<file path="src/rtl/bmd_lat_pkg.sv">
// Shared constants and state type for the echo latency measurement block.
// Latency: n/a (declarations only).
// Backpressure: n/a.
package bmd_lat_pkg;

    localparam int CNT_W     = 38;
    localparam int ADDR_W    = 13;
    localparam int LAT_DEPTH = 1 << ADDR_W;
    localparam int SUM_W     = 54;
    localparam int NUM_W     = 32;

    typedef enum logic [1:0] {
        LAT_IDLE = 2'd0,
        LAT_RUN  = 2'd1,
        LAT_CLR0 = 2'd2,
        LAT_CLR1 = 2'd3
    } lat_state_t;

endpackage

</file>
<file path="src/rtl/bmd_lat_stats.sv">
// Min/max/saturating-sum/saturating-count accumulator for latency samples.
// Latency: statistics reflect a sample one cycle after its lat_vld strobe.
// Backpressure: none; accepts one sample per cycle, clr wins over a sample.
module bmd_lat_stats #(
    parameter int CNT_W = bmd_lat_pkg::CNT_W,
    parameter int SUM_W = bmd_lat_pkg::SUM_W,
    parameter int NUM_W = bmd_lat_pkg::NUM_W
) (
    input  logic             clk,
    input  logic             rst,
    input  logic             clr,
    input  logic             lat_vld,
    input  logic [CNT_W-1:0] lat_val,
    output logic [CNT_W-1:0] lat_min,
    output logic [CNT_W-1:0] lat_max,
    output logic [SUM_W-1:0] lat_sum,
    output logic [NUM_W-1:0] lat_num
);

    // One extra bit catches the carry out of the running sum.
    logic [SUM_W:0] sum_ext;

    // Widen the sample to the accumulator width and add.
    always_comb begin
        sum_ext = {1'b0, lat_sum} + {{(SUM_W + 1 - CNT_W){1'b0}}, lat_val};
    end

    // Update statistics on every valid sample; clear restores the empty-set values.
    always_ff @(posedge clk) begin
        if (rst || clr) begin
            lat_min <= '1;
            lat_max <= '0;
            lat_sum <= '0;
            lat_num <= '0;
        end else if (lat_vld) begin
            if (lat_val < lat_min) lat_min <= lat_val;
            if (lat_val > lat_max) lat_max <= lat_val;
            lat_sum <= sum_ext[SUM_W] ? '1 : sum_ext[SUM_W-1:0];
            if (lat_num != '1) lat_num <= lat_num + NUM_W'(1);
        end
    end

endmodule

</file>
<file path="src/rtl/bmd_256_latency_ctrl.sv">
// Sequences the timestamp BRAM: stamps on TX echo send, reads/subtracts on RX echo return.
// Latency: write same cycle; lat_vld at read issue+2; statistics at issue+3.
// Backpressure: tx_stamp_rdy low when full or not running; full stamps dropped (ovf), empty echoes dropped (unf).
module bmd_256_latency_ctrl #(
    parameter int CNT_W  = bmd_lat_pkg::CNT_W,
    parameter int ADDR_W = bmd_lat_pkg::ADDR_W,
    parameter int SUM_W  = bmd_lat_pkg::SUM_W,
    parameter int NUM_W  = bmd_lat_pkg::NUM_W
) (
    input  logic              clk,
    input  logic              rst,
    input  logic              meas_en,
    input  logic              user_clr,
    input  logic [CNT_W-1:0]  latency_counter,
    input  logic              tx_stamp_req,
    output logic              tx_stamp_rdy,
    input  logic              rx_echo_vld,
    output logic              bram_ena,
    output logic              bram_wea,
    output logic [ADDR_W-1:0] bram_wr_addr,
    output logic [CNT_W-1:0]  bram_wr_data,
    output logic              bram_reb,
    output logic [ADDR_W-1:0] bram_rd_addr,
    output logic              bram_rstb,
    input  logic [CNT_W-1:0]  bram_rd_data,
    output logic              lat_vld,
    output logic [CNT_W-1:0]  lat_val,
    output logic [CNT_W-1:0]  lat_min,
    output logic [CNT_W-1:0]  lat_max,
    output logic [SUM_W-1:0]  lat_sum,
    output logic [NUM_W-1:0]  lat_num,
    output logic [ADDR_W:0]   outstanding,
    output logic              ovf_flag,
    output logic              unf_flag
);

    import bmd_lat_pkg::*;

    lat_state_t        state, state_nxt;
    logic [ADDR_W-1:0] wr_ptr, rd_ptr;
    logic              run, full, empty, in_clr;
    logic              wr_go, rd_go;
    logic              s1_vld, s2_vld;
    logic [CNT_W-1:0]  s1_t, s2_t;

    // outstanding never exceeds 2^ADDR_W, so its top bit alone means "full".
    assign run    = (state == LAT_RUN);
    assign in_clr = (state == LAT_CLR0);
    assign full   = outstanding[ADDR_W];
    assign empty  = (outstanding == '0);
    assign wr_go  = run && tx_stamp_req && !full;
    assign rd_go  = run && rx_echo_vld && !empty;

    assign tx_stamp_rdy = run && !full;
    assign bram_ena     = wr_go;
    assign bram_wea     = wr_go;
    assign bram_wr_addr = wr_go ? wr_ptr : '0;
    assign bram_wr_data = wr_go ? latency_counter : '0;
    assign bram_reb     = rd_go;
    assign bram_rd_addr = rd_go ? rd_ptr : '0;
    assign bram_rstb    = in_clr;

    // Samples still in flight when a clear lands are suppressed.
    assign lat_vld = s2_vld && !in_clr;
    assign lat_val = lat_vld ? (s2_t - bram_rd_data) : '0;

    // State register.
    always_ff @(posedge clk) begin
        if (rst) state <= LAT_IDLE;
        else     state <= state_nxt;
    end

    // Next state: clear always wins, then the two-step clear, then meas_en.
    always_comb begin
        state_nxt = state;
        if (user_clr) begin
            state_nxt = LAT_CLR0;
        end else begin
            case (state)
                LAT_CLR0: state_nxt = LAT_CLR1;
                default:  state_nxt = meas_en ? LAT_RUN : LAT_IDLE;
            endcase
        end
    end

    // Ring pointers, occupancy and sticky error flags.
    always_ff @(posedge clk) begin
        if (rst || in_clr) begin
            wr_ptr      <= '0;
            rd_ptr      <= '0;
            outstanding <= '0;
            ovf_flag    <= 1'b0;
            unf_flag    <= 1'b0;
        end else begin
            if (wr_go) wr_ptr <= wr_ptr + ADDR_W'(1);
            if (rd_go) rd_ptr <= rd_ptr + ADDR_W'(1);
            case ({wr_go, rd_go})
                2'b10:   outstanding <= outstanding + (ADDR_W+1)'(1);
                2'b01:   outstanding <= outstanding - (ADDR_W+1)'(1);
                default: outstanding <= outstanding;
            endcase
            if (run && tx_stamp_req && full)  ovf_flag <= 1'b1;
            if (run && rx_echo_vld && empty)  unf_flag <= 1'b1;
        end
    end

    // Arrival time rides alongside the two-cycle BRAM read; keeps draining outside RUN.
    always_ff @(posedge clk) begin
        if (rst || in_clr) begin
            s1_vld <= 1'b0;
            s2_vld <= 1'b0;
            s1_t   <= '0;
            s2_t   <= '0;
        end else begin
            s1_vld <= rd_go;
            s1_t   <= latency_counter;
            s2_vld <= s1_vld;
            s2_t   <= s1_t;
        end
    end

    bmd_lat_stats #(
        .CNT_W (CNT_W),
        .SUM_W (SUM_W),
        .NUM_W (NUM_W)
    ) u_stats (
        .clk     (clk),
        .rst     (rst),
        .clr     (in_clr),
        .lat_vld (lat_vld),
        .lat_val (lat_val),
        .lat_min (lat_min),
        .lat_max (lat_max),
        .lat_sum (lat_sum),
        .lat_num (lat_num)
    );

endmodule

</file>
<file path="config.mk">
export PLATFORM = sky130hd
export DESIGN_NAME = bmd_256_latency_ctrl
export DESIGN_NICKNAME = d
export VERILOG_FILES = /design/src/rtl/bmd_lat_pkg.sv /design/src/rtl/bmd_lat_stats.sv /design/src/rtl/bmd_256_latency_ctrl.sv
export SDC_FILE = /design/constraint.sdc
export NUM_CORES = 1
export LEC_CHECK = 0
export ABC_AREA = 1
export CAP_MARGIN = 20
export CORE_AREA = 2 2 193 195
export CTS_BUF_LIST = sky130_fd_sc_hd__clkbuf_2 sky130_fd_sc_hd__clkbuf_4 sky130_fd_sc_hd__clkbuf_8
export DETAILED_ROUTE_END_ITERATION = 6
export DIE_AREA = 0 0 195 197
export HOLD_SLACK_MARGIN = 0.05
export PLACE_DENSITY = 0.8
export SLEW_MARGIN = 20
export SYNTH_ARGS = -nofsm -noshare
export SYNTH_HDL_FRONTEND = slang
export SYNTH_SLANG_ARGS = --single-unit
</file>
<file path="constraint.sdc">
create_clock -name clk -period 4.9 [get_ports clk]
set_input_delay 0.735 -clock clk [delete_from_list [all_inputs] [get_ports clk]]
set_output_delay 0.735 -clock clk [all_outputs]
set_load 0.02 [all_outputs]
</file>
Yosys cells after proc, flatten, opt, wreduce, memory -nomap -nowiden. Cells that the tools add are included.

Muxes and demuxes: 9. Reductions and logical operators: 18. Magnitude comparators: 2. $add $sub $neg: 7. Equality and inequality tests: 5.

Operator list (count): 38-bit two-way mux (2); 54-bit by 38-bit adder with 55-bit output (1); 54-bit two-way mux (1); 38-bit > comparator (1); 38-bit < comparator (1); 38-bit subtractor (1); 32-bit by 1-bit adder with 32-bit output, second input constant (1); 32-bit inequality test, second input constant (1); 14-bit one-hot mux with 2 select lines (1); 13-bit by 1-bit adder with 13-bit output, second input constant (2); 13-bit two-way mux (2); 14-bit by 1-bit adder with 14-bit output, second input constant (1); 14-bit zero test (1); 14-bit by 1-bit subtractor with 14-bit output, second input constant (1); 1-bit logical AND (8); 2-bit AND reduction (3); 2-bit by 1-bit == test with 1-bit output, second input constant (2); 2-bit == test, second input constant (2); 2-bit two-way mux (2); 1-bit zero test (3); 2-bit nonzero test (1); 2-bit OR reduction (1); 1-bit logical OR (1); 1-bit two-way mux (1).

Logic and storage cells: 56. Output and inout port bits: 286. Bits in registers: 284.

Logic depth before layout (Yosys ltp).
Word-level depth: 6. Mapped depth: 33.

By module. Synthesis repeated with hierarchy kept, for this count alone.

Cell total of the unflattened synthesis: 3396. Area, all modules: 20892.5 um^2.

Modules (own cells, without submodules): bmd_lat_stats (cells an instance 1949, sequential area each 3243.1 um^2, area each 12434.4 um^2, times used 1); bmd_256_latency_ctrl (cells an instance 1447, sequential area each 2442.3 um^2, area each 8458.1 um^2, times used 1).

Least setup slack after synthesis. No wires, ideal clock.

Path kind: input to register. Start point: input bram_rd_data[2]. End point: register u_stats.lat_max[13]. Buffers on the path: 2. Setup slack: -0.180 ns. Library setup time: 0.128 ns. Stages: 26. Data required time: 4.772 ns. Arrival time: 4.952 ns. Cells stage by stage: inv_1 -> ha_1 -> a21o_1 -> nor2_1 -> inv_1 -> a21oi_1 -> o21ai_0 -> nand2_1 -> nand2_1 -> nand3_1 -> nand2_1 -> nand3_1 -> nand2_1 -> nand2_1 -> nor3b_1 -> ha_1 -> a21oi_1 -> nor2_1 -> a211oi_1 -> nor2_1 -> a2111oi_0 -> o221ai_1 -> nand2_1 -> buf_2 -> clkbuf_1 -> a21oi_1.

Longest elaborated chain between the ends: 4.

Ends and longest elaborated chain: start: declaration (line bmd_256_latency_ctrl.sv:25) `input logic [CNT_W-1:0] bram_rd_data,`; 38-bit subtractor (line bmd_256_latency_ctrl.sv:65) `assign lat_val = lat_vld ? (s2_t - bram_rd_data) : '0;`; 38-bit two-way mux (line bmd_256_latency_ctrl.sv:65); named net lat_val[31] (line bmd_256_latency_ctrl.sv:27) `output logic [CNT_W-1:0] lat_val,`; 38-bit > comparator (line bmd_lat_stats.sv:37) `if (lat_val > lat_max) lat_max <= lat_val;`; 2-bit AND reduction (no source line); end signal: assignment (line bmd_lat_stats.sv:37); end: declaration (line bmd_lat_stats.sv:15) `output logic [CNT_W-1:0] lat_max,`.

The timed path passes the listed nets, and every way through them passes these cells. A chain may end at the register's enable or synchronous reset.

Worst setup path after layout.
Start point: input bram_rd_data[4]. End point: output lat_val[19].

Longest elaborated chain between the ends: 2.

Ends and longest elaborated chain (line): 38-bit subtractor (bmd_256_latency_ctrl.sv:65); 38-bit two-way mux (bmd_256_latency_ctrl.sv:65); end: declaration (bmd_256_latency_ctrl.sv:27).

No other way between the ends.

==> out/results.tsv <==
metric	value	unit
adder-cell share of the synthesized area	0.121	
top sig layer	met4	
CORE AREA	36300	um^2
register area share after synthesis	0.328	
CP Cell Sequence	clkdlybuf4s50_1 > inv_1 > ha_1 > a21oi_1 > o21ai_2 > buf_4 > a21oi_1 > o221ai_1 > a21oi_1 > xor2_1 > nor2_1 > buf_4 > clkdlybuf4s50_1	
number of synthesized flops with an enable pin	0	
via count	19587	
GR Util All Layers	0.317	
Layout Cells excl Fill	3704	
Initial Utilization	0.477	
DRC	0	
slew margin rel.	0.526	
Routed Antenna Nets	0	
global-route wire length before repair	98.1	mm
met2 routed WL	29.5	mm
post-route minimum period	4.77	ns
biggest cell delay along the critical path	0.60	ns
average size of a mapped cell	6.79	um^2
Final Max Slew Viols	0	
Iteration-0 DRC Markers	1274	
Worst Setup Start Kind	input pin	
CP dominant cell by count	a21oi_1	
wire per inst	17.1	um
Clk Tree Root Cell	clkbuf_8	
Routed WL	63.4	mm
clk sink count	284	
die height	197	um
critical-path maximum fanout	4	
ys flop type	dfxtp_1	
Simple-Gate Fraction of Synth Area	0.246	
critical path type	input pin to primary output	
H-tree depth	2	
CP required	4.16	ns
WP buf/inv	5	
final period utilization	0.973	
placed cell areas	23500	um^2
share of layout cells above drive strength 1	0.155	
Post-Syn Instances	2550	
first-pass detailed-route iteration total	6	
pin count of the biggest net entering global routing	145	
status	completed	
TritonCTS clock tree	built	
Max-Cap Viols	0	
measured slew at the worst slew-check pin	0.711	ns
fin nets	3446	
Leak Pwr	0.0120	uW
Reg clk slew, reported paths	0.06	ns
Fillers	3040	
xor and xnor area share after synthesis	0.0309	
Rows	70	
post-synthesis compound-gate area fraction	0.165	
VDD IR-drop max	0.196	mV
mux share of post-synthesis cell area	0	
worst hold path class	register to register	
Via density	5.29	
I/O pin total	368	
Cells after DPL	3599	
Layout area overhead	46.6	%
Fmax achieved	210	MHz
clock tree buffer depth	3	
die width	195	um
final RePlAce weighted congestion	1.00	
delay-heaviest family, CP	buffers and inverters	
setup TNS	0	ns
most common cell after layout, fill and taps aside	nand2_1	
largest family of logic cells by synthesized area	simple AND/OR/NAND/NOR gates	
total gr overflow	0	
clk_lat worst skew	0.64	ns
RSZ-0062 raised after global routing	yes	
Die ar.	38400	um^2
Async SR Flop Fraction	0	
Unique masters post-synth	53	
Seq cells post-synth	284	
Final Skew	0.0353	ns
most frequent cells in the layout	416 x nand2_1, 412 x inv_1, 354 x clkdlybuf4s50_1, 349 x nor2_1, 284 x dfxtp_1	
vias in the first global route	19203	
power per standard cell area	218	nW/um^2
total CTS buffers	50	
met1 WL	26.4	mm
warnings from Yosys	0	
Slowest cell on crit path	clkdlybuf4s50_1	
Mapped Area	17300	um^2
Finished Cell Area	25400	um^2
# setup viols final	0	
Core Util, Final	0.700	
Syn Nets	2798	
initial antenna violation count	2	
Worst EP arrival	4.03	ns
total power	5520	uW
PortBufs	367	
Final Hold Fails	0	
met3 wire len	4.81	mm
Post-DP HPWL	48.5	mm
Setup crit end kind	primary output	
-- worst paths after layout --
check	startpoint	endpoint	slack (ns)	depth (start not counted)
max	bram_rd_data[4]	lat_val[19]	0.13	13
min	s1_t[34]	s2_t[34]	0.39	2
max reg2reg	s2_t[4]	u_stats.lat_max[36]	0.46	28
min reg2reg	s1_t[34]	s2_t[34]	0.39	2
-- layer usage --
metal  vias to the layer above  global-route usage
li1                       9597                   -
met1                      9050               0.386
met2                       768               0.546
met3                       172              0.0619
met4                         0               0.134
met5                         -                   0
-- layout make-up --
| class | count | area [um^2] | area share |
|---|---|---|---|
| clock inverters | 11 | 203 | 0.00799 |
| diodes | 1 | 2.50 | 0.0000986 |
| flip-flops and latches | 284 | 5690 | 0.224 |
| inverters | 418 | 1570 | 0.0620 |
| well taps | 468 | 586 | 0.0231 |
| clock buffers | 78 | 992 | 0.0391 |
| repair buffers | 667 | 6110 | 0.241 |
| multi-input cells | 1777 | 10200 | 0.403 |
-- state kept, by name, summed over array words and instances (netlist names) --
register and cells:
u_stats.lat_sum 54, s1_t 38, s2_t 38, u_stats.lat_max 38, u_stats.lat_min 38, u_stats.lat_num 32
outstanding 14, rd_ptr 13, wr_ptr 13, state 2, ovf_flag 1, s1_vld 1
s2_vld 1, unf_flag 1
-- stage by stage --
| step | setup WS (ns) | hold slack (ns) |
|---|---|---|
| 2_1_floorplan | 0.0927 | 0.394 |
| 3_3_place_gp | -0.681 | 0.396 |
| 3_5_place_dp | -0.793 | 0.400 |
| 4_1_cts | 0.0142 | 0.403 |
| 5_1_grt | -0.107 | 0.426 |
| 6_report | 0.131 | 0.394 |
-- synthesized netlist by cell type (all sizes together), types with 2 or more instances --
| library cell | instances | share of area |
|---|---|---|
| a211oi | 2 | 0.00087 |
| a21boi | 6 | 0.0026 |
| a21o | 6 | 0.0026 |
| a21oi | 280 | 0.081 |
| a221oi | 3 | 0.0015 |
| a31oi | 13 | 0.0047 |
| and2 | 2 | 0.00072 |
| buf | 19 | 0.0058 |
| clkbuf | 53 | 0.012 |
| dfxtp | 284 | 0.33 |
| fa | 3 | 0.0035 |
| ha | 163 | 0.12 |
| inv | 417 | 0.090 |
| nand2 | 433 | 0.095 |
| nand3 | 110 | 0.034 |
| nand3b | 4 | 0.0017 |
| nand4 | 31 | 0.011 |
| nor2 | 368 | 0.080 |
| nor3 | 48 | 0.014 |
| nor3b | 5 | 0.0022 |
| nor4 | 16 | 0.0058 |
| o2111ai | 2 | 0.0010 |
| o211ai | 5 | 0.0022 |
| o21a | 15 | 0.0065 |
| o21ai | 173 | 0.051 |
| o21bai | 7 | 0.0030 |
| o221a | 3 | 0.0020 |
| o221ai | 4 | 0.0020 |
| o31ai | 4 | 0.0017 |
| or2 | 3 | 0.0011 |
| xnor2 | 24 | 0.012 |
| xor2 | 37 | 0.019 |
-- worst min-delay path: cells and delay by family (launching register included) --
| kind | cells | cell delay [ns] |
|---|---|---|
| buffers and inverters | 1 | 0.04 |
| AND/OR/NAND/NOR | 1 | 0.03 |
| flip-flops | 1 | 0.30 |
-- power by group --
group | internal (uW) | total (uW) | switching [uW] | leakage [uW]
Combinational | 241 | 553 | 312 | 0.00913
Clock | 1550 | 2600 | 1050 | 0.000619
Sequential | 2350 | 2370 | 18.6 | 0.00230
Total | 4140 | 5520 | 1380 | 0.0120
-- logic make-up after synthesis --
| group | after synthesis |
|---|---|
| DFF | 284 |
| buffers and inverters | 490 |
| and+or+nand+nor | 1022 |
| xor gates and xnor gates | 61 |
| AOI/OAI and AO/OA | 527 |
| adders and majority gates | 166 |
-- timing repair --
action                     4_1_cts  5_1_grt
gates resized for setup         14      114
pin swaps                        0       25
gates cloned                     0        7
setup endpoints to repair       51      144
buffers inserted                 0        8
hold buffers                     0        0
Note: power is estimated with default switching activity, not from simulation.
